==> src/rtl/keypad_scanner.sv <==
// 4x3 matrix keypad scanner/debouncer/encoder; optional auto-repeat under KEYPAD_REPEAT_EN.
// Press-to-strobe latency <= 2 + 3*SCAN_DIV + DEBOUNCE_CNT + 2 clocks; no backpressure, Valid_1 is a fire-and-forget strobe.
module keypad_scanner #(
  parameter int SCAN_DIV      = 16,
  parameter int DEBOUNCE_CNT  = 1024,
  parameter int REPEAT_DELAY  = 500000,
  parameter int REPEAT_PERIOD = 100000
) (
  input  logic       clk,
  input  logic       reset_1,
  input  logic [3:0] row,
  output logic [2:0] col,
  output logic [3:0] Code_1,
  output logic       Valid_1,
  output logic       S_Row
);

  localparam int MAX_SD = (SCAN_DIV > DEBOUNCE_CNT) ? SCAN_DIV : DEBOUNCE_CNT;
  localparam int MAX_RP = (REPEAT_DELAY > REPEAT_PERIOD) ? REPEAT_DELAY : REPEAT_PERIOD;
  localparam int MAXP   = (MAX_SD > MAX_RP) ? MAX_SD : MAX_RP;
  localparam int CW     = $clog2(MAXP) + 1;
  localparam logic [CW-1:0] DIV_LAST = CW'(SCAN_DIV - 1);
  localparam logic [CW-1:0] DB_LIM   = CW'(DEBOUNCE_CNT);
  localparam logic [CW-1:0] ONE      = CW'(1);

  typedef enum logic [2:0] {SCAN, DEBOUNCE, EMIT, HOLD, RELEASE} state_t;

  state_t        state, state_n;
  logic [3:0]    row_meta, rs;
  logic [1:0]    col_idx, col_idx_n, col_adv;
  logic [1:0]    row_idx, row_idx_n, low_idx;
  logic [CW-1:0] div_cnt, div_cnt_n, cnt, cnt_n;
  logic [3:0]    code_n, low, pat;
  logic          valid_n, srow_n, one_low;
`ifdef KEYPAD_REPEAT_EN
  localparam logic [CW-1:0] RD_LIM = CW'(REPEAT_DELAY);
  localparam logic [CW-1:0] RP_LIM = CW'(REPEAT_PERIOD);
  logic [CW-1:0] hold_cnt, hold_cnt_n;
  logic          rpt_first, rpt_first_n;
`endif

  function automatic logic [CW-1:0] sat_inc(input logic [CW-1:0] x);
    sat_inc = (&x) ? x : x + ONE;
  endfunction

  function automatic logic [3:0] map_code(input logic [1:0] r, input logic [1:0] c);
    if (r == 2'd3) begin
      case (c)
        2'd0:    map_code = 4'b1011;
        2'd1:    map_code = 4'b0000;
        default: map_code = 4'b1010;
      endcase
    end else begin
      map_code = ({2'b00, r} * 4'd3) + {2'b00, c} + 4'd1;
    end
  endfunction

  // Exactly one row low means a single candidate key; anything else is idle or a ghost.
  assign low     = ~rs;
  assign one_low = (low != 4'd0) && ((low & (low - 4'd1)) == 4'd0);
  assign low_idx = low[0] ? 2'd0 : low[1] ? 2'd1 : low[2] ? 2'd2 : 2'd3;
  assign pat     = ~(4'b0001 << row_idx);
  assign col_adv = (col_idx == 2'd2) ? 2'd0 : col_idx + 2'd1;

  always_ff @(posedge clk or negedge reset_1) begin
    if (!reset_1) begin
      row_meta <= 4'hF;
      rs       <= 4'hF;
      state    <= SCAN;
      col_idx  <= 2'd0;
      row_idx  <= 2'd0;
      div_cnt  <= '0;
      cnt      <= '0;
      Code_1   <= 4'h0;
      Valid_1  <= 1'b0;
      S_Row    <= 1'b0;
`ifdef KEYPAD_REPEAT_EN
      hold_cnt  <= '0;
      rpt_first <= 1'b1;
`endif
    end else begin
      row_meta <= row;
      rs       <= row_meta;
      state    <= state_n;
      col_idx  <= col_idx_n;
      row_idx  <= row_idx_n;
      div_cnt  <= div_cnt_n;
      cnt      <= cnt_n;
      Code_1   <= code_n;
      Valid_1  <= valid_n;
      S_Row    <= srow_n;
`ifdef KEYPAD_REPEAT_EN
      hold_cnt  <= hold_cnt_n;
      rpt_first <= rpt_first_n;
`endif
    end
  end

  always_comb begin
    state_n   = state;
    col_idx_n = col_idx;
    row_idx_n = row_idx;
    div_cnt_n = div_cnt;
    cnt_n     = cnt;
    code_n    = Code_1;
    valid_n   = 1'b0;
    srow_n    = S_Row;
`ifdef KEYPAD_REPEAT_EN
    hold_cnt_n  = hold_cnt;
    rpt_first_n = rpt_first;
`endif
    case (state)
      SCAN: begin
        if (div_cnt == DIV_LAST) begin
          div_cnt_n = '0;
          if (one_low) begin
            row_idx_n = low_idx;
            cnt_n     = ONE;
            state_n   = DEBOUNCE;
          end else begin
            col_idx_n = col_adv;
          end
        end else begin
          div_cnt_n = sat_inc(div_cnt);
        end
      end
      DEBOUNCE: begin
        if (rs != pat) begin
          state_n   = SCAN;
          col_idx_n = col_adv;
          cnt_n     = '0;
        end else begin
          cnt_n = sat_inc(cnt);
          if (cnt_n >= DB_LIM) begin
            state_n = EMIT;
            code_n  = map_code(row_idx, col_idx);
          end
        end
      end
      EMIT: begin
        valid_n = 1'b1;
        srow_n  = 1'b1;
        cnt_n   = '0;
        state_n = HOLD;
      end
      HOLD: begin
        if (rs[row_idx]) begin
          state_n = RELEASE;
          cnt_n   = ONE;
`ifdef KEYPAD_REPEAT_EN
          hold_cnt_n  = '0;
          rpt_first_n = 1'b1;
`endif
        end else begin
          cnt_n = '0;
`ifdef KEYPAD_REPEAT_EN
          hold_cnt_n = sat_inc(hold_cnt);
          if (hold_cnt_n == (rpt_first ? RD_LIM : RP_LIM)) begin
            valid_n     = 1'b1;
            hold_cnt_n  = '0;
            rpt_first_n = 1'b0;
          end
`endif
        end
      end
      RELEASE: begin
        if (!rs[row_idx]) begin
          state_n = HOLD;
          cnt_n   = '0;
        end else begin
          cnt_n = sat_inc(cnt);
          if (cnt_n >= DB_LIM) begin
            state_n   = SCAN;
            srow_n    = 1'b0;
            col_idx_n = col_adv;
            div_cnt_n = '0;
            cnt_n     = '0;
          end
        end
      end
      default: state_n = SCAN;
    endcase
  end

  always_comb begin
    case (col_idx)
      2'd0:    col = 3'b110;
      2'd1:    col = 3'b101;
      default: col = 3'b011;
    endcase
  end

endmodule

==> config.mk <==
export PLATFORM = sky130hd
export DESIGN_NAME = keypad_scanner
export DESIGN_NICKNAME = d
export VERILOG_FILES = /design/src/rtl/keypad_scanner.sv
export SDC_FILE = /design/constraint.sdc
export NUM_CORES = 1
export LEC_CHECK = 0
export CORE_AREA = 2 2 100 102
export DETAILED_ROUTE_END_ITERATION = 12
export DIE_AREA = 0 0 102 104
export PLACE_DENSITY = 0.66
export SYNTH_ARGS = -nofsm -noshare
export SYNTH_HDL_FRONTEND = slang
export SYNTH_SLANG_ARGS = --single-unit
==> constraint.sdc <==
create_clock -name clk -period 5.7 [get_ports clk]
set_input_delay 1.71 -clock clk [delete_from_list [all_inputs] [get_ports clk]]
set_output_delay 1.71 -clock clk [all_outputs]
set_load 0.01 [all_outputs]
==> reports/results.tsv <==
metric	value	unit
status	completed	
fmax	0.303	GHz
rows	36	
rsz0062_at_grt	false	
cp-end-kind	primary output	
p_leak	1.78	nW
clock_skew	0.0127	ns
clk_pin_slew_worst_paths	0.07	ns
yosys_most_used_dff	dfrtp_1	
cp_max_fo	4	
grt_usage	17.6	%
yosys.area.top_type	dfrtp_1	
cts_hold_buf	0	
seqCellArea	0.00154	mm²
final_common_cell	dfrtp_1	
synth.distinct_cells	57	
routed_wl	8.62	mm
antenna_found_initial	0	
ant_nets	0	
synthCells	433	
worstSetupPathType	flop to primary output	
slew_viol_final	0	
hpwl	6.00	mm
first_global_vias	3138	
start_util	39.2	%
powerDensity	312	mW/mm²
combPwrFrac	26.9	%
via_per_inst	5.67	
pwr-share-clk	31.1	%
instances_no_fill	578	
worstPathRequired	3.99	ns
vias	3279	
cts_tree	done	
port-buffer-count	14	
place_inst	562	
cts_sinks	61	
final_net_count	457	
min_period	3.30	ns
clock_path_buffers	2	
worstPathArrival	1.59	ns
switching_share	34.3	%
syn_area_per_cell	8.64	µm²
syn_area	0.00374	mm²
die_area	0.0106	mm²
gp_congestion	0.867	
hold_class	flop to flop	
p_switching	447	µW
clock_latency	0.35	ns
overflow	0	
worst_slew_pin_slew	1.10	ns
mostFrequentLayoutCells	dfrtp_1 (53), nand2_1 (44), nor2_1 (39), o21ai_0 (34), a21oi_1 (26)	
clock-root-buffer	clkbuf_8	
syn2layout_area_growth	11.8	%
drt-wirelength-per-cell	14.9	µm
slew-limit-headroom	26.7	%
drc_errors	0	
finalCritPeriodShare	57.9	%
die_x	102	µm
drive_gt1_share	9.21	%
synth.top_cells.by_area	dfrtp_1 (35%), dfstp_2 (5.6%), o21ai_0 (4.7%), nand2_1 (4.4%), nor2_1 (3.9%)	
grt_pass1_wl	15.0	mm
grt_max_degree	62	
crit_path_start_kind	flop	
antennaDiodeCount	0	
synth_top_area_share	35.4	%
io_pins	15	
cts_setup_buffers	0	
core_region_area	0.00955	mm²
hold_viol_final	0	
drt_pass1_iterations	4	
setup_violations	0	
synth-edff-count	0	
fin_setup_tns	0	ns
cts.htree.levels	3	
die_y	104	µm
seqPwrFrac	42.0	%
nFillCells	979	
multi_input_area	0.00203	mm²
syn_nets	450	
cts_buffers	9	
drtIter0Drc	174	
async_flop_share	100	%
internal_power	857	µW
postCtsResizedCells	0	
peakVddDrop	0.245	mV
ys_seq_area_share	41.1	%
yosys_register_bits	61	
maxCapViolations	0	
yosys_warnings	0	
[cell type report]
cell class	instances	area share, %
multi-input combinational	331	48.6
inverter	18	1.61
sequential	61	36.7
clock inverter	6	1.67
timing repair buffer	19	4.13
tap	133	3.98
clock buffer	10	3.29
[Yosys cell counts, drive strengths merged (4+ instances only)]
master   n
a21oi   27
a31oi   18
a41oi    4
and3    11
and4     4
buf      6
clkbuf  17
dfrtp   53
dfstp    8
ha       9
inv     18
mux2i    8
nand2   44
nand2b   4
nand3   24
nand4   10
nor2    39
nor3    13
nor4    11
o211ai   6
o21a     4
o21ai   36
o22ai   12
o31ai    4
xnor2    4
[critical path: stages, from the launching register on]
cell,delay [ns]
dfrtp_1,0.40
inv_1,0.14
nor2_1,0.10
inv_1,0.07
clkdlybuf4s50_1,0.53
[flip-flops by register name (all words and copies together) (netlist names)]
name      count
Code_1        4
S_Row         1
Valid_1       1
cnt          20
col_idx       2
div_cnt      20
row_idx       2
row_meta      4
rs            4
state         3
[kinds of logic after synthesis]
family / count (synthesis) / share of synthesized area [%]
buffers and inverters: 41 / 4.61
adders and majority gates: 11 / 4.08
AOI/OAI and AO/OA: 126 / 20.9
xor gates and xnor gates: 7 / 1.64
muxes: 10 / 3.04
and+or+nand+nor: 177 / 24.7
DFF: 61 / 41.1
[path summary, 6_finish.rpt]
path                                   startpoint                       to  slack (ns)  depth (start not counted)
max in group asynchronous                 reset_1  div_cnt[18]$_DFFE_PN0P_        3.69                          2
min reg2reg                 row_meta[1]$_DFF_PN1_          rs[1]$_DFF_PN1_        0.36                          0
max                        col_idx[0]$_DFFE_PN0P_                   col[1]        2.40                          4
max reg2reg                    cnt[0]$_DFFE_PN0P_      cnt[17]$_DFFE_PN0P_        2.68                          9
min                         row_meta[1]$_DFF_PN1_          rs[1]$_DFF_PN1_        0.36                          0
min in group asynchronous                 reset_1      cnt[10]$_DFFE_PN0P_        1.50                          2
[metrics by stage]
stage | utilization [%] | power [mW] | hold slack [ns] | cell area (µm²) | worst slack [ns]
4_1_cts | 43.8 | 1.32 | 0.358 | 4180 | 2.37
3_3_place_gp | 41.6 | 0.889 | 0.346 | 3980 | 2.77
5_1_grt | 43.8 | 1.40 | 0.360 | 4180 | 2.28
3_5_place_dp | 41.6 | 0.907 | 0.347 | 3980 | 2.70
6_report | 43.8 | 1.30 | 0.356 | 4180 | 2.40
2_1_floorplan | - | 0.800 | 0.345 | 3740 | 3.17
[routing by layer]
metal | GRT usage, % | part of all wire [%] | vias up
met5 | 0 | 0 | -
met4 | 6.67 | 2.0 | 0
met3 | 4.50 | 4.4 | 17
met2 | 27.5 | 47 | 76
met1 | 23.2 | 46 | 1570
li1 | - | - | 1616
[power groups by stage]
stage	sequential (mW)	clock [mW]	combinational, mW
after floorplan	0.538	0	0.261
after global placement	0.552	0	0.337
after detailed placement	0.555	0	0.353
after CTS	0.547	0.420	0.355
after global routing	0.558	0.441	0.405
final	0.548	0.405	0.351
Note: power is estimated with default switching activity, not from simulation.
